File: config.mk
export PLATFORM = sky130hd
export DESIGN_NAME = operand_issue_stage_flat
export DESIGN_NICKNAME = d
export VERILOG_FILES = /design/src/rtl/operand_issue_stage_pkg.sv /design/src/rtl/operand_issue_stage_if.sv /design/src/rtl/operand_issue_stage_instr_decoder.sv /design/src/rtl/operand_issue_stage.sv /design/src/flat_wrapper.sv
export SDC_FILE = /design/constraint.sdc
export NUM_CORES = 1
export LEC_CHECK = 0
export BUFFER_PORTS_ARGS = -buffer_cell sky130_fd_sc_hd__buf_2
export CAP_MARGIN = 20
export CORE_MARGIN = 2
export CORE_UTILIZATION = 52
export DETAILED_ROUTE_END_ITERATION = 8
export GPL_ROUTABILITY_DRIVEN = 0
export GPL_TIMING_DRIVEN = 0
export HOLD_SLACK_MARGIN = 0.08
export PLACE_DENSITY = 0.85
export SLEW_MARGIN = 10
export SYNTH_ARGS = -nofsm -noshare
export SYNTH_HDL_FRONTEND = slang
export SYNTH_SLANG_ARGS = --single-unit
File: constraint.sdc
create_clock -name clk -period 7.4 [get_ports clk]
set_input_delay 0.74 -clock clk [delete_from_list [all_inputs] [get_ports clk]]
set_output_delay 0.74 -clock clk [all_outputs]
set_load 0.005 [all_outputs]
File: src/rtl/operand_issue_stage_pkg.sv
// Shared decode constants and the decoded-control bundle for the operand issue stage.
// Latency: n/a (types, constants and a helper function only).
// Backpressure: n/a.
package operand_issue_stage_pkg;

    localparam int INSTR_W = 32;

    // Instruction field positions: op[31:26] rs[25:21] rt[20:16] rd[15:11] imm[15:0]
    localparam int OP_HI  = 31;
    localparam int OP_LO  = 26;
    localparam int RS_HI  = 25;
    localparam int RS_LO  = 21;
    localparam int RT_HI  = 20;
    localparam int RT_LO  = 16;
    localparam int RD_HI  = 15;
    localparam int RD_LO  = 11;
    localparam int IMM_HI = 15;
    localparam int IMM_LO = 0;

    localparam logic [5:0] OP_RTYPE = 6'b000000;
    localparam logic [5:0] OP_ADDI  = 6'b001000;
    localparam logic [5:0] OP_ANDI  = 6'b001100;
    localparam logic [5:0] OP_ORI   = 6'b001101;
    localparam logic [5:0] OP_LW    = 6'b100011;
    localparam logic [5:0] OP_SW    = 6'b101011;

    typedef struct packed {
        logic       sel;       // 1 = ALU takes the immediate
        logic       regWrite;
        logic       isLoad;
        logic       isStore;
        logic [4:0] dest;
    } ctrl_t;

    // r0 is hardwired, so a write to it is never a real write-back.
    function automatic logic writesReg(input logic [4:0] dest);
        return dest != 5'd0;
    endfunction

endpackage

File: src/rtl/operand_issue_stage_if.sv
// Fetch-side, register-file and EX-side signal bundle of the operand issue stage.
// Latency: n/a (wiring only).
// Backpressure: in_ready/out_ready carry the valid/ready handshakes on both sides.
// Modports: slave = the issue stage itself, master = its environment (fetch, regfile, EX).
interface operand_issue_stage_if #(
    parameter int DATA_W = 32,
    parameter int IMM_W  = 16,
    parameter int REG_AW = 5
);
    logic              in_valid;
    logic              in_ready;
    logic [31:0]       in_instr;
    logic [REG_AW-1:0] rf_raddr_a;
    logic [REG_AW-1:0] rf_raddr_b;
    logic [DATA_W-1:0] rf_rdata_a;
    logic [DATA_W-1:0] rf_rdata_b;
    logic              flush;
    logic              out_valid;
    logic              out_ready;
    logic [DATA_W-1:0] op_a;
    logic [DATA_W-1:0] op_b_reg;
    logic [IMM_W-1:0]  op_imm;
    logic              alu_src_sel;
    logic [REG_AW-1:0] dest_reg;
    logic              reg_write;
    logic              is_load;
    logic              is_store;
    logic              illegal_op;

    modport slave (
        input  in_valid, in_instr, rf_rdata_a, rf_rdata_b, flush, out_ready,
        output in_ready, rf_raddr_a, rf_raddr_b, out_valid, op_a, op_b_reg, op_imm,
               alu_src_sel, dest_reg, reg_write, is_load, is_store, illegal_op
    );

    modport master (
        output in_valid, in_instr, rf_rdata_a, rf_rdata_b, flush, out_ready,
        input  in_ready, rf_raddr_a, rf_raddr_b, out_valid, op_a, op_b_reg, op_imm,
               alu_src_sel, dest_reg, reg_write, is_load, is_store, illegal_op
    );

endinterface

File: src/rtl/operand_issue_stage_instr_decoder.sv
// Combinational instruction decoder: opcode/rt/rd -> control bundle and source-use flags.
// Latency: 0 cycles (pure combinational).
// Backpressure: none; the top decides whether the decoded result is captured.
// Ports: opcode/rt/rd in; ctrl, useRs, useRt, illegal out.
module instr_decoder
    import operand_issue_stage_pkg::*;
(
    input  logic [5:0] opcode,
    input  logic [4:0] rt,
    input  logic [4:0] rd,
    output ctrl_t      ctrl,
    output logic       useRs,
    output logic       useRt,
    output logic       illegal
);

    always_comb begin
        ctrl    = '0;
        // rs is checked for every format, including the NOP issued for an unknown opcode.
        useRs   = 1'b1;
        useRt   = 1'b0;
        illegal = 1'b0;
        case (opcode)
            OP_RTYPE: begin
                ctrl.dest     = rd;
                ctrl.regWrite = writesReg(rd);
                useRt         = 1'b1;
            end
            OP_ADDI, OP_ANDI, OP_ORI: begin
                ctrl.sel      = 1'b1;
                ctrl.dest     = rt;
                ctrl.regWrite = writesReg(rt);
            end
            OP_LW: begin
                ctrl.sel      = 1'b1;
                ctrl.dest     = rt;
                ctrl.regWrite = writesReg(rt);
                ctrl.isLoad   = 1'b1;
            end
            OP_SW: begin
                // rt is the store data source here, not a destination.
                ctrl.sel     = 1'b1;
                ctrl.isStore = 1'b1;
                useRt        = 1'b1;
            end
            default: begin
                illegal = 1'b1;
            end
        endcase
    end

endmodule

File: src/rtl/operand_issue_stage.sv
// Operand issue stage: decode, regfile read and registered ALU operands/controls for EX.
// Latency: 1 cycle from input transfer to out_valid.
// Backpressure: in_ready drops on a load-use hazard, a flush, or a full output register EX is not draining.
// Ports: clk, rst (async, active high), io (slave modport: fetch handshake, regfile read, EX handshake).
module operand_issue_stage
    import operand_issue_stage_pkg::*;
#(
    parameter int DATA_W = 32,
    parameter int IMM_W  = 16,
    parameter int REG_AW = 5
) (
    input logic                  clk,
    input logic                  rst,
    operand_issue_stage_if.slave io
);

    logic [REG_AW-1:0] rs;
    logic [REG_AW-1:0] rt;
    ctrl_t             decCtrl;
    logic              useRs;
    logic              useRt;
    logic              decIllegal;

    logic              outValidQ;
    logic [DATA_W-1:0] opAQ;
    logic [DATA_W-1:0] opBQ;
    logic [IMM_W-1:0]  immQ;
    ctrl_t             ctrlQ;
    logic              illegalQ;
    logic              ldExVld;
    logic [REG_AW-1:0] ldExDest;

    logic              loadInOut;
    logic              rsHit;
    logic              rtHit;
    logic              hazard;
    logic              inXfer;
    logic              outXfer;

    assign rs = io.in_instr[RS_HI:RS_LO];
    assign rt = io.in_instr[RT_HI:RT_LO];

    assign io.rf_raddr_a = rs;
    assign io.rf_raddr_b = rt;

    instr_decoder uDecoder (
        .opcode  (io.in_instr[OP_HI:OP_LO]),
        .rt      (rt),
        .rd      (io.in_instr[RD_HI:RD_LO]),
        .ctrl    (decCtrl),
        .useRs   (useRs),
        .useRt   (useRt),
        .illegal (decIllegal)
    );

    // A load is still producing its data while it sits in the output register
    // and for one more cycle after it leaves (tracked by ldEx).
    assign loadInOut = outValidQ & ctrlQ.isLoad;

    assign rsHit = useRs && (rs != '0) &&
                   ((loadInOut && (ctrlQ.dest == rs)) || (ldExVld && (ldExDest == rs)));
    assign rtHit = useRt && (rt != '0) &&
                   ((loadInOut && (ctrlQ.dest == rt)) || (ldExVld && (ldExDest == rt)));
    assign hazard = rsHit | rtHit;

    // Deliberately independent of in_valid so fetch can wait on it without a loop.
    assign io.in_ready = !io.flush && !hazard && (!outValidQ || io.out_ready);

    assign inXfer  = io.in_valid & io.in_ready;
    assign outXfer = outValidQ & io.out_ready;

    always_ff @(posedge clk or posedge rst) begin
        if (rst) begin
            outValidQ <= 1'b0;
            opAQ      <= '0;
            opBQ      <= '0;
            immQ      <= '0;
            ctrlQ     <= '0;
            illegalQ  <= 1'b0;
            ldExVld   <= 1'b0;
            ldExDest  <= '0;
        end else if (io.flush) begin
            // Kills the output register and the tracker; the sticky illegal flag survives.
            outValidQ <= 1'b0;
            opAQ      <= '0;
            opBQ      <= '0;
            immQ      <= '0;
            ctrlQ     <= '0;
            ldExVld   <= 1'b0;
            ldExDest  <= '0;
        end else begin
            ldExVld  <= outXfer & ctrlQ.isLoad;
            ldExDest <= (outXfer & ctrlQ.isLoad) ? ctrlQ.dest : '0;
            if (inXfer) begin
                outValidQ <= 1'b1;
                opAQ      <= io.rf_rdata_a;
                opBQ      <= io.rf_rdata_b;
                immQ      <= io.in_instr[IMM_HI:IMM_LO];
                ctrlQ     <= decCtrl;
                if (decIllegal) begin
                    illegalQ <= 1'b1;
                end
            end else if (outXfer) begin
                outValidQ <= 1'b0;
            end
        end
    end

    assign io.out_valid   = outValidQ;
    assign io.op_a        = opAQ;
    assign io.op_b_reg    = opBQ;
    assign io.op_imm      = immQ;
    assign io.alu_src_sel = ctrlQ.sel;
    assign io.dest_reg    = ctrlQ.dest;
    assign io.reg_write   = ctrlQ.regWrite;
    assign io.is_load     = ctrlQ.isLoad;
    assign io.is_store    = ctrlQ.isStore;
    assign io.illegal_op  = illegalQ;

endmodule

File: src/flat_wrapper.sv
// flat-port wrapper written by rule: the top's interface ports become plain ports
module operand_issue_stage_flat import operand_issue_stage_pkg::*;
#(
    parameter int DATA_W = 32,
    parameter int IMM_W  = 16,
    parameter int REG_AW = 5
)
  (clk, rst, io_in_valid, io_in_instr, io_rf_rdata_a, io_rf_rdata_b, io_flush, io_out_ready, io_in_ready, io_rf_raddr_a, io_rf_raddr_b, io_out_valid, io_op_a, io_op_b_reg, io_op_imm, io_alu_src_sel, io_dest_reg, io_reg_write, io_is_load, io_is_store, io_illegal_op);
  operand_issue_stage_if #(.DATA_W(DATA_W), .IMM_W(IMM_W), .REG_AW(REG_AW)) io_i ();
  input logic clk;
  input logic rst;
  input wire logic [$bits(io_i.in_valid)-1:0] io_in_valid;
  input wire logic [$bits(io_i.in_instr)-1:0] io_in_instr;
  input wire logic [$bits(io_i.rf_rdata_a)-1:0] io_rf_rdata_a;
  input wire logic [$bits(io_i.rf_rdata_b)-1:0] io_rf_rdata_b;
  input wire logic [$bits(io_i.flush)-1:0] io_flush;
  input wire logic [$bits(io_i.out_ready)-1:0] io_out_ready;
  output wire logic [$bits(io_i.in_ready)-1:0] io_in_ready;
  output wire logic [$bits(io_i.rf_raddr_a)-1:0] io_rf_raddr_a;
  output wire logic [$bits(io_i.rf_raddr_b)-1:0] io_rf_raddr_b;
  output wire logic [$bits(io_i.out_valid)-1:0] io_out_valid;
  output wire logic [$bits(io_i.op_a)-1:0] io_op_a;
  output wire logic [$bits(io_i.op_b_reg)-1:0] io_op_b_reg;
  output wire logic [$bits(io_i.op_imm)-1:0] io_op_imm;
  output wire logic [$bits(io_i.alu_src_sel)-1:0] io_alu_src_sel;
  output wire logic [$bits(io_i.dest_reg)-1:0] io_dest_reg;
  output wire logic [$bits(io_i.reg_write)-1:0] io_reg_write;
  output wire logic [$bits(io_i.is_load)-1:0] io_is_load;
  output wire logic [$bits(io_i.is_store)-1:0] io_is_store;
  output wire logic [$bits(io_i.illegal_op)-1:0] io_illegal_op;
  assign io_i.in_valid = io_in_valid;
  assign io_i.in_instr = io_in_instr;
  assign io_i.rf_rdata_a = io_rf_rdata_a;
  assign io_i.rf_rdata_b = io_rf_rdata_b;
  assign io_i.flush = io_flush;
  assign io_i.out_ready = io_out_ready;
  assign io_in_ready = io_i.in_ready;
  assign io_rf_raddr_a = io_i.rf_raddr_a;
  assign io_rf_raddr_b = io_i.rf_raddr_b;
  assign io_out_valid = io_i.out_valid;
  assign io_op_a = io_i.op_a;
  assign io_op_b_reg = io_i.op_b_reg;
  assign io_op_imm = io_i.op_imm;
  assign io_alu_src_sel = io_i.alu_src_sel;
  assign io_dest_reg = io_i.dest_reg;
  assign io_reg_write = io_i.reg_write;
  assign io_is_load = io_i.is_load;
  assign io_is_store = io_i.is_store;
  assign io_illegal_op = io_i.illegal_op;
  operand_issue_stage #(.DATA_W(DATA_W), .IMM_W(IMM_W), .REG_AW(REG_AW)) u_core (.clk(clk), .rst(rst), .io(io_i));
endmodule
=== Yosys cells after proc, flatten, opt, wreduce, memory -nomap -nowiden ===
Index checks and enable logic that the tools add are counted.

* Register bits after elaboration: 97
* Output and inout port bits: 102
* Input bits: 101
* Word-level logic and storage cells: 74

* Mux-type cells: 20
* Reduce and logical (&&, ||, !) cells: 26
* Eq/ne operators: 9
* Bitwise gates (word level): 7

{| class="wikitable"
|+ Operators by type and width
! cell !! count
|-
| 2-to-1 mux 32 bit || 4
|-
| 2-to-1 mux 16 bit || 2
|-
| equality test 5 bit || 4
|-
| equality test 6 x 4 -> 1 bit, second input constant || 3
|-
| 2-to-1 mux 9 bit || 2
|-
| nonzero test 5 bit || 3
|-
| equality test 6 bit, second input constant || 2
|-
| 2-to-1 mux 5 bit || 2
|-
| one-hot mux 5 bit (2 select lines) || 1
|-
| logical AND 1 bit || 9
|-
| 2-to-1 mux 1 bit || 8
|-
| zero test 6 bit || 1
|-
| OR reduction 6 bit || 1
|-
| OR reduction 5 bit || 1
|-
| bitwise AND 1 bit || 4
|-
| OR reduction 4 bit || 1
|-
| zero test 1 bit || 3
|-
| logical OR 1 bit || 3
|-
| AND reduction 3 bit || 1
|-
| nonzero test 3 bit || 1
|-
| NOT 1 bit || 2
|-
| one-hot mux 1 bit (2 select lines) || 1
|-
| nonzero test 2 bit || 1
|-
| OR reduction 2 bit || 1
|-
| OR 1 bit || 1
|}

=== Longest topological paths before layout ===
Gate-level depths: netlist of run 1.

* Depth after elaboration: 12
* Gate-level depth with buffers: 8

=== Modules after synthesis ===
Synthesis of run 1 repeated with hierarchy kept, for this count alone.

* Cell total of the unflattened synthesis: 403
* Area total of the unflattened synthesis: 4969.8 um^2

{| class="wikitable"
|+ By module, submodules not included
! module !! cells each !! sequential area each (um^2) !! area an instance (um^2) !! times used
|-
| operand_issue_stage || 377 || 2427.3 || 4768.3 || 1
|-
| instr_decoder || 26 || 0.0 || 201.4 || 1
|}

=== Worst setup path after synthesis of run 1 ===
Ideal clock, no wire load.

* Path kind: input to output
* From: in io_in_instr[27]
* To: out io_in_ready
* Path buffers: 1
* Data required time: 6660 ps
* Arrival: 2096 ps
* Setup slack: 4564 ps
* Stages: 6
* Path through: or4_4 -> nor3_4 -> o21ai_2 -> o22ai_2 -> clkbuf_2 -> nor3_1

* Cells in the longest elaborated chain, start to end: 9
* Elaborated cells on any way between the ends: 10

{| class="wikitable"
|+ Ends and longest elaborated chain
! item !! line !! source
|-
| from (decl) || flat_wrapper.sv:13 || <nowiki>input wire logic [$bits(io_i.in_instr)-1:0] io_in_instr;</nowiki>
|-
| equality test 6 bit / zero test 6 bit (equally long branches) || operand_issue_stage_instr_decoder.sv:23 || <nowiki>case (opcode)</nowiki>
|-
| OR reduction 2 bit (no line) * || - ||
|-
| 2-to-1 mux 1 bit * || operand_issue_stage_instr_decoder.sv:23 ||
|-
| logical AND 1 bit * (2 in a row) || operand_issue_stage.sv:62 || <nowiki>assign rtHit = useRt && (rt != '0) &&</nowiki>
|-
| OR 1 bit * || operand_issue_stage.sv:64 || <nowiki>assign hazard = rsHit | rtHit;</nowiki>
|-
| zero test 1 bit * || operand_issue_stage.sv:67 || <nowiki>assign io.in_ready = !io.flush && !hazard && (!outValidQ || io.out_ready);</nowiki>
|-
| logical AND 1 bit * (2 in a row) || operand_issue_stage.sv:67 ||
|-
| to (decl) || flat_wrapper.sv:18 || <nowiki>output wire logic [$bits(io_i.in_ready)-1:0] io_in_ready;</nowiki>
|}

Mark *: on every way between the ends. The rest lies on a longest branch, timed or not.

=== Worst setup path in the final report of run 1 ===
Ends and elaborated chain as after synthesis.

==> metrics.md, run 1 <==
| Metric | Value |
|---|---|
| Synth top area cells | dfrtp_1 (49%), mux2_4 (15%), nor2b_1 (7.7%) |
| Avg Cell Area, Syn | 11.68 um^2 |
| # clock sinks | 97 |
| Compound-Gate Fraction of Synth Area | 9.289% |
| Final #Nets | 737 |
| Largest family of logic cells by synthesized area | simple AND/OR/NAND/NOR gates |
| CTS root buffer | clkbuf_8 |
| Required time worst endpoint | 6.66 ns |
| Setup tns final | 0 ns |
| Slew at the pin closest to its max-slew limit | 0.8032 ns |
| Layout area overhead | 28.17% |
| H-tree Lvls | 3 |
| TritonCTS buffer count | 9 |
| Reg2reg start | u_core.io.out_valid$_DFFE_PP0P_ |
| Routed len/inst | 16.93 um |
| Worst min path class | in2async |
| Worst-Skew Late Latency | 0.36 ns |
| Row cnt | 35 |
| Max FO, Critical Path | 10 |
| Core area | 9240 um^2 |
| Final period utilization | 47.09% |
| Area leader, netlist | dfrtp_1 |
| R2R depth | 6 |
| DRT antenna net count | 0 |
| Synth Area in XOR/XNOR | 3.553% |
| Synth Area in Adders | 0% |
| DIE AREA | 10,270 um^2 |
| GR Overflow Total | 0 |
| Arr. time, crit path | 2.74 ns |
| RSZ-0062 raised after global routing | no |
| Area of the multi-input gates | 2212 um^2 |
| Status | completed |
| Top cell type's share of synthesized area | 49.24% |
| Post-synthesis sequential area ratio | 49.24% |
| Clock Skew | 0.01405 ns |
| Synthesized instance count | 422 |
| Slew HR | 46.34% |
| LEAKAGE | 0.003360 uW |
| CTS max path bufs | 2 |
| Initial Util | 53.35% |
| Layout cells sized above 1 | 47.11% |
| EDFF count, synth | 0 |
| Synth Cell Area | 4930 um^2 |
| Startpoint types | input pin |
| Largest net degree at the start of global routing | 54 |
| Pre-antenna DRT Iters | 5 |
| Yosys warns | 0 |
| Vias post-DR | 4,068 |
| Setup CP Type | in2out |
| Overall global routing resource usage | 25.38% |
| Final Setup Violations | 0 |
| FF+latch count, synth | 97 |
| Final WL | 13,040 um |
| IO Count | 203 |
| Simple-gate area share of the yosys netlist | 16.12% |
| Vias per cell | 5.283 |
| Worst-path clk slew | 0.10 ns |
| Vias in the first global route | 4,214 |
| FFs w/ async S/R, synth | 100.0% |
| Fin. Hold Viols | 0 |
| Initial antenna violation count | 0 |
| Synth Flop Type | dfrtp_1 |
| Critical path origin | io_in_instr[27] |
| Max_cap viols | 0 |
| HPWL after DPL | 9858 um |
| Hold Buf Count CTS | 0 |
| ANT cells | 0 |
| First-pass GRT wire length | 20,490 um |
| Die width | 101.4 um |
| Chip height | 101.4 um |
| Setup Fix Bufs, Post-CTS | 0 |
| Post-Syn Nets | 523 |
| PostCTS Resize Cnt | 0 |
| Layout fillers | 713 |
| CTS tree | yes |
| Fin Hold WS | 0.4473 ns |
| Post-synth cell types | 39 |
| Setup crit end kind | output pin |
| Top achievable clock speed | 0.2870 GHz |
| Initial DRC count | 123 |
| # port buffers | 202 |
| Slew Viols, Final | 0 |
| Mux cell area share after synthesis | 15.91% |
| PD cells | 176.0 nW/um^2 |
| VDD IR-drop max | 95.11 uV |
| Register Area | 2427 um^2 |
| Final Critical Period | 3.484 ns |
| DR DRC count | 0 |
metal layers:
metal | routed length, um | track usage, %
met4 | 316 | 9.356
met5 | 0 | 0
met3 | 912 | 5.797
met2 | 6568 | 44.37
met1 | 5240 | 30.71
final timing paths:
kind                       slack [ns]                                  to
hold reg to reg                  0.49    u_core.io.illegal_op$_DFFE_PP0P_
min in group clk                 0.49    u_core.io.illegal_op$_DFFE_PP0P_
setup reg to reg                 5.08  u_core.io.op_b_reg[14]$_DFFE_PP0P_
max in group asynchronous        6.29     u_core.io.op_imm[7]$_DFFE_PP0P_
setup / recovery                 3.92                         io_in_ready
hold / removal                   0.45  u_core.io.op_b_reg[18]$_DFFE_PP0P_
worst max-delay path, stage by stage:
cell and delay [ns]:
buf_2 0.11, or4_4 0.55, nor3_4 0.34, o21ai_2 0.15, o22ai_2 0.31, clkbuf_2 0.28
nor3_1 0.10, buf_2 0.16
where the power goes:
part	total [uW]	internal (uW)	leakage, uW	switching [uW]
sequential	578	560	0.00130	17.4
combinational	200	108	0.00197	91.9
clock	334	137	0.0000925	197
total	1110	806	0.00336	306
area by class of cell:
type / instances / share of cell area, %
sequential: 97 / 38.42
clock buffer: 11 / 2.238
multi-input combinational: 286 / 35.01
inverter: 1 / 0.09901
tap: 129 / 2.554
clock inverter: 5 / 0.7129
timing repair buffer: 203 / 16.44
buffer: 38 / 4.535
per-stage QoR:
stage	power, uW	instances	utilization [%]	setup slack, ns	instance area, um^2
2_1_floorplan	694.3	422	-	4.126	4930
3_3_place_gp	777.3	753	66.04	3.164	6102
3_5_place_dp	788.2	754	66.36	3.968	6132
4_1_cts	1116	770	68.38	3.968	6319
5_1_grt	1156	770	68.38	3.829	6319
6_report	1112	770	68.38	3.916	6319
cells in the final DEF, fill, tap and decap left out, drive strengths merged, types with 5 or more instances in the layout:
cell | Yosys | final
buf | 20 | 223
nand2b | 7 | 7
nand3 | 29 | 29
clkbuf | 18 | 29
a21oi | 25 | 25
o21ai | 44 | 44
mux2 | 53 | 53
xor2 | 18 | 18
and2 | 5 | 5
nor2b | 61 | 61
nor2 | 9 | 9
a22oi | 6 | 6
dfrtp | 97 | 97
logic make-up after synthesis:
kind of cell	count (synthesis)
buf+inv	39
simple gates	132
flops	97
xor+xnor	20
compound gates	81
mux	53
cell usage after synthesis (all sizes together) (2+ instances only):
cell type  count
dfrtp         97
clkbuf        18
o21ai         44
a32oi          2
nor4           4
buf           20
nand3         29
xnor2          2
nor2b         61
nor3           4
nand2          4
a22oi          6
or4            3
nor3b          3
and2           5
xor2          18
nand2b         7
nor2           9
mux2          53
a21oi         25
No activity file was read; power rests on OpenSTA's default activity.
==> run 2, diff against run 1 <==
--- a/config.mk
+++ b/config.mk
@@ -5,15 +5,16 @@
 export SDC_FILE = /design/constraint.sdc
 export NUM_CORES = 1
 export LEC_CHECK = 0
+export ABC_AREA = 1
 export BUFFER_PORTS_ARGS = -buffer_cell sky130_fd_sc_hd__buf_2
 export CAP_MARGIN = 20
 export CORE_MARGIN = 2
-export CORE_UTILIZATION = 52
+export CORE_UTILIZATION = 43
 export DETAILED_ROUTE_END_ITERATION = 8
 export GPL_ROUTABILITY_DRIVEN = 0
 export GPL_TIMING_DRIVEN = 0
 export HOLD_SLACK_MARGIN = 0.08
-export PLACE_DENSITY = 0.85
+export PLACE_DENSITY = 0.76
 export SLEW_MARGIN = 10
 export SYNTH_ARGS = -nofsm -noshare
 export SYNTH_HDL_FRONTEND = slang
==> constraint.sdc (replaced) <==
create_clock -name clk -period 2.85 [get_ports clk]
set_input_delay 0.285 -clock clk [delete_from_list [all_inputs] [get_ports clk]]
set_output_delay 0.285 -clock clk [all_outputs]
set_load 0.005 [all_outputs]
==> run 2 against run 1 <==
Against the previous run:
- global-route usage decreased by 0.98 points
- wire length increased by 6.5%
- setup slack got worse by 3.4 ns
- sequential power increased to 2.6 times the previous value
==> metrics.md, run 2 <==
| Metric | Value |
|---|---|
| RSZ-0062 raised after global routing | no |
| Hold Buf Count CTS | 1 |
| HPWL after DPL | 10,400 um |
| Final Util | 57.85% |
| Overall global routing resource usage | 24.40% |
| Core area | 10,420 um^2 |
| Avg Cell Area, Syn | 8.122 um^2 |
| Initial DRC count | 277 |
| Vias in the first global route | 4,674 |
| Post-Place Cell Area | 5844 um^2 |
| DR DRC count | 0 |
| Post-Syn Nets | 673 |
| Post-synth cell types | 20 |
| Final period utilization | 80.85% |
| DIE AREA | 11,650 um^2 |
| Fin. Hold Viols | 0 |
| Arr. time, crit path | 2.02 ns |
| Synth top area cells | dfrtp_1 (52%), nand3_1 (20%), nand2_1 (13%) |
| Max_cap viols | 0 |
| Vias per cell | 5.111 |
| Clock Skew | 0.008993 ns |
| Top cell type's share of synthesized area | 52.25% |
| # clock sinks | 97 |
| Setup tns final | 0 ns |
| Max FO, Critical Path | 10 |
| Layout area overhead | 29.71% |
| TritonCTS buffer count | 9 |
| # port buffers | 201 |
| Fin area | 6026 um^2 |
| Vias post-DR | 4,733 |
| Pwr Total | 2827 uW |
| Most frequent cells in the layout | buf_2 (202), nand3_1 (186), nand2_1 (159) |
| Placement Setup Slack | 0.9589 ns |
| FFs w/ async S/R, synth | 100.0% |
| H-tree Lvls | 3 |
| Worst-path clk slew | 0.10 ns |
| Yosys warns | 0 |
| Count leader, synth | nand3_1 |
| Startpoint types | flop |
| Area leader, netlist | dfrtp_1 |
| Status | completed |
| Synth Cell Area | 4646 um^2 |
| Post-synthesis sequential area ratio | 52.25% |
| Setup crit end kind | output pin |
| Chip height | 107.9 um |
| First-pass GRT wire length | 22,150 um |
| Final Critical Period | 2.304 ns |
| Final #Nets | 887 |
| VDD IR-drop max | 321.1 uV |
| Initial antenna violation count | 0 |
| Final WL | 13,890 um |
| Initial Util | 44.60% |
| FF+latch count, synth | 97 |
| Worst min path class | in2reg |
| Synthesized instance count | 572 |
| Max stage delay on crit path | 0.46 ns |
| Commonest cells in the netlist | nand3_1 (186), nand2_1 (159), dfrtp_1 (97), nor2_1 (29), inv_1 (26) |
| Final setup margin | 0.5457 ns |
| Slew Viols, Final | 0 |
| Top achievable clock speed | 0.4340 GHz |
| IO Count | 203 |
| CTS tree | yes |
| Setup Fix Bufs, Post-CTS | 0 |
| Slew at the pin closest to its max-slew limit | 0.7598 ns |
| Slew HR | 49.34% |
| Layout cells sized above 1 | 32.15% |
| Pre-antenna DRT Iters | 6 |
| Die width | 107.9 um |
| ANT cells | 0 |
| PostCTS Resize Cnt | 0 |
| Largest net degree at the start of global routing | 62 |
| Required time worst endpoint | 2.57 ns |
| Crit path cell chain | inv_1 -> nand2_1 -> nand2_1 -> nor2_1 -> nand3_1 -> nand2_1 -> nand2_1 -> nand2_1 -> nor2_8 -> buf_6 -> buf_2 |
| Worst-Skew Late Latency | 0.37 ns |
| Final Setup Violations | 0 |
| Crit path top cell by count | nand2_1 |
| Commonest non-fill, non-tap cell in the layout | buf_2 |
| Critical-path top delay cell | dfrtp_1 |
| Setup CP Type | reg2out |
| CTS max path bufs | 2 |
| PD cells | 469.2 nW/um^2 |
| LEAKAGE | 0.003592 uW |
| Row cnt | 37 |
| CTS root buffer | clkbuf_8 |
| DRT antenna net count | 0 |
| GR Overflow Total | 0 |
| Routed len/inst | 15.00 um |
| EDFF count, synth | 0 |
| Synth Flop Type | dfrtp_1 |
-- run 2: cell count changes after synthesis, sizes merged, moves of 18 or more --
| cell | delta |
|---|---|
| o21ai | -36 |
| a21oi | -22 |
| nand3 | +157 |
| xor2 | -18 |
| nor2b | -61 |
| nand2 | +155 |
| mux2 | -53 |
| nor2 | +21 |
| buf | +20 |
| inv | +30 |
-- run 2: final timing paths --
check,start,endpoint,slack [ns],cells after the start
min in group asynchronous,rst,u_core.io.op_a[10]$_DFFE_PP0P_,0.64,3
hold reg to reg,u_core.io.illegal_op$_DFFE_PP0P_,u_core.io.illegal_op$_DFFE_PP0P_,0.49,1
setup / recovery,u_core.io.dest_reg[4]$_DFFE_PP0P_,io_in_ready,0.55,11
max in group asynchronous,rst,u_core.io.op_imm[0]$_DFFE_PP0P_,1.54,4
hold / removal,io_rf_rdata_b[4],u_core.io.op_b_reg[4]$_DFFE_PP0P_,0.13,3
setup reg to reg,u_core.io.dest_reg[4]$_DFFE_PP0P_,u_core.io.is_load$_DFFE_PP0P_,1.07,12
-- run 2: cell type report --
class,count,area (um^2)
fillers,1011,4390
flip-flops and latches,97,2427
multi-input cells,395,1774
repair buffers,203,1036
plain buffers,49,327.8
well taps,136,170.2
clock buffers,11,141.4
inverters,31,118.9
clock inverters,4,30.03
-- run 2: logic make-up (layout without fill, tap and decap cells) --
group | after synthesis | after routing | synth area share, %
and+or+nand+nor | 382 | 382 | 36.57
DFF | 97 | 97 | 52.25
AOI/OAI and AO/OA | 13 | 13 | 1.616
buffers and inverters | 80 | 298 | 9.561
-- run 2: where the power goes --
| part | internal, uW | switching [uW] |
|---|---|---|
| Combinational | 212 | 281 |
| Sequential | 1460 | 46.8 |
| Clock | 337 | 492 |
-- run 2: critical path: cells and delay by family (launching register included) --
kind / cells / cell delay, ns
buf+inv: 3 / 0.43
flops: 1 / 0.46
simple gates: 8 / 0.76
-- run 2: layer usage --
| layer | share of wire, % | global-route usage [%] |
|---|---|---|
| met2 | 49 | 40.97 |
| met3 | 5.6 | 3.617 |
| met1 | 42 | 30.97 |
| met4 | 3.2 | 11.90 |
| met5 | 0 | 0 |
-- run 2: stage by stage --
step	cells	hold slack (ns)
floorplan	572	0.4298
global placement	909	0.4571
detailed placement	910	0.4605
CTS	926	0.1163
global route	926	0.1298
finish	926	0.1329
==> run 3, diff against run 2 <==
--- a/config.mk
+++ b/config.mk
@@ -9,12 +9,12 @@
 export BUFFER_PORTS_ARGS = -buffer_cell sky130_fd_sc_hd__buf_2
 export CAP_MARGIN = 20
 export CORE_MARGIN = 2
-export CORE_UTILIZATION = 43
+export CORE_UTILIZATION = 48
 export DETAILED_ROUTE_END_ITERATION = 8
 export GPL_ROUTABILITY_DRIVEN = 0
 export GPL_TIMING_DRIVEN = 0
 export HOLD_SLACK_MARGIN = 0.08
-export PLACE_DENSITY = 0.76
+export PLACE_DENSITY = 0.81
 export SLEW_MARGIN = 10
 export SYNTH_ARGS = -nofsm -noshare
 export SYNTH_HDL_FRONTEND = slang
==> constraint.sdc (replaced) <==
create_clock -name clk -period 2.2 [get_ports clk]
set_input_delay 0.22 -clock clk [delete_from_list [all_inputs] [get_ports clk]]
set_output_delay 0.22 -clock clk [all_outputs]
set_load 0.005 [all_outputs]
==> run 3 against run 2 <==
Against the previous run:
- global-route usage up 3.5 points
- wire length up 3.9%
- via count up 5.3%
- die area down 10%
- register-to-register slack worse by 0.68 ns
- worst hold slack worse by 0.048 ns
- sequential share of layout area down 2.5 points
- setup slack worse by 0.38 ns
- largest power group unchanged
==> metrics.md, run 3 (synthesis gave the netlist of run 2 again) <==
| Metric | Value |
|---|---|
| PD cells | 608.8 nW/um^2 |
| Slew at the pin closest to its max-slew limit | 0.5765 ns |
| Commonest non-fill, non-tap cell in the layout | buf_2 |
| DRT antenna net count | 0 |
| # clock sinks | 97 |
| Max stage delay on crit path | 0.46 ns |
| Worst min path class | in2reg |
| Final Setup Violations | 0 |
| ANT cells | 0 |
| Worst-Skew Late Latency | 0.37 ns |
| Initial DRC count | 244 |
| Crit path cell chain | inv_2 -> nand2_1 -> nand2_1 -> nor2_1 -> nand3_1 -> a21oi_2 -> nor2_8 -> buf_6 -> buf_2 |
| Critical-path top delay cell | dfrtp_1 |
| Layout area overhead | 38.22% |
| Setup CP Type | reg2out |
| TritonCTS buffer count | 9 |
| Most frequent cells in the layout | buf_2 (202), nand3_1 (186), nand2_1 (158) |
| DIE AREA | 10,480 um^2 |
| Hold path depth | 3 |
| GR Overflow Total | 0 |
| CTS root buffer | clkbuf_8 |
| H-tree Lvls | 3 |
| Startpoint types | flop |
| CTS tree | yes |
| Arr. time, crit path | 1.81 ns |
| Slew HR | 61.56% |
| IO Count | 203 |
| DR DRC count | 0 |
| Required time worst endpoint | 1.98 ns |
| VDD IR-drop max | 453.3 uV |
| R2R Setup Slk | 0.39 ns |
| Max_cap viols | 0 |
| Setup crit end kind | output pin |
| Layout cells sized above 1 | 31.59% |
| Crit path top cell by count | nand2_1 |
| Vias post-DR | 4,986 |
| Largest net degree at the start of global routing | 31 |
| Clock Skew | 0.01025 ns |
| Final #Nets | 921 |
| Final period utilization | 92.37% |
| Worst Hold Path EP | u_core.io.op_a[13]$_DFFE_PP0P_ |
| Routed len/inst | 15.16 um |
| Row cnt | 35 |
| Vias per cell | 5.237 |
| Vias in the first global route | 4,811 |
| Max FO, Critical Path | 10 |
| Fin. Hold Viols | 0 |
| Chip height | 102.4 um |
| Number of buffers and inverters on the critical path | 3 |
| RSZ-0062 raised after global routing | no |
| Final WL | 14,430 um |
| # port buffers | 201 |
| LEAKAGE | 0.003769 uW |
| Reg2reg start | u_core.io.dest_reg[4]$_DFFE_PP0P_ |
| CP delay by family, top | flip-flops |
| Status | completed |
| Overall global routing resource usage | 27.88% |
| Top achievable clock speed | 0.4921 GHz |
| Placement Setup Slack | 0.3600 ns |
| Die width | 102.4 um |
| Hold path startpoint | io_rf_rdata_a[13] |
| HPWL after DPL | 10,480 um |
| Pre-antenna DRT Iters | 5 |
| Reg2Reg Capture Point | u_core.io.dest_reg[3]$_DFFE_PP0P_ |
| Setup tns final | 0 ns |
| Core area | 9328 um^2 |
| Worst-path clk slew | 0.09 ns |
| CTS max path bufs | 2 |
| Final Critical Period | 2.032 ns |
| First-pass GRT wire length | 22,650 um |
| Final setup margin | 0.1678 ns |
| Initial Util | 49.81% |
| Initial antenna violation count | 0 |
| R2R depth | 13 |
| Slew Viols, Final | 0 |
## run 3: how the worst max path moves through the flow
| stage | start | end | slack, ns | depth (start not counted) |
|---|---|---|---|---|
| detailed placement | u_core.io.dest_reg[4]$_DFFE_PP0P_ | io_in_ready | 0.36 | 11 |
| finish | u_core.io.dest_reg[3]$_DFFE_PP0P_ | io_in_ready | 0.17 | 9 |
| CTS | u_core.io.dest_reg[4]$_DFFE_PP0P_ | io_in_ready | 0.06 | 11 |
| global route | u_core.io.dest_reg[3]$_DFFE_PP0P_ | io_in_ready | 0.03 | 11 |
| floorplan | u_core.io.dest_reg[4]$_DFFE_PP0P_ | u_core.io.reg_write$_DFFE_PP0P_ | 0.72 | 10 |
| global placement | rst | u_core.io.op_b_reg[1]$_DFFE_PP0P_ | 0.18 | 2 |
## run 3: power breakdown
| group | internal, uW | switching, uW | leakage (uW) |
|---|---|---|---|
| logic | 322 | 378 | 0.00238 |
| registers | 1890 | 63.2 | 0.00129 |
| clock network | 631 | 626 | 0.000102 |
## run 3: metrics by stage
| step | cells | instance area, um^2 | total power (uW) | hold slack (ns) | util (%) |
|---|---|---|---|---|---|
| 6_report | 952 | 6421 | 3909 | 0.08492 | 68.84 |
| 5_1_grt | 952 | 6421 | 4082 | 0.08503 | 68.84 |
| 4_1_cts | 952 | 6417 | 3920 | 0.08001 | 68.80 |
| 3_5_place_dp | 905 | 5884 | 2635 | 0.3006 | 63.09 |
| 3_3_place_gp | 902 | 5817 | 2597 | 0.4478 | 62.36 |
| 2_1_floorplan | 572 | 4649 | 2299 | 0.3648 | - |
## run 3: repair_timing
item / in CTS / in global routing
setup endpoints to repair: 1 / 1
setup buffers: 1 / 0
hold endpoints to repair: 50 / 0
pin swaps: 1 / 0
hold buffers: 32 / 0
gates resized for setup: 0 / 3
## run 3: tightest hold or removal path, cell delays in order
cell	delay (ns)
buf_2	0.07
nand3_1	0.06
nand2_1	0.06
## run 3: per-layer routing
| layer | vias up | share of wire (%) | track usage, % | wire length [um] |
|---|---|---|---|---|
| met4 | 0 | 2.9 | 12.31 | 414 |
| li1 | 2356 | - | - | - |
| met5 | - | 0 | 0 | 0 |
| met2 | 239 | 50 | 46.96 | 7249 |
| met3 | 40 | 7.1 | 4.925 | 1020 |
| met1 | 2351 | 40 | 35.42 | 5746 |
## run 3: layout make-up
type | count | area, um^2
clock buffers | 9 | 123.9
repair buffers | 237 | 1401
plain buffers | 49 | 327.8
multi-input cells | 395 | 1777
clock inverters | 5 | 81.33
well taps | 129 | 161.4
flip-flops and latches | 97 | 2429
inverters | 31 | 120.1
fillers | 793 | 2907
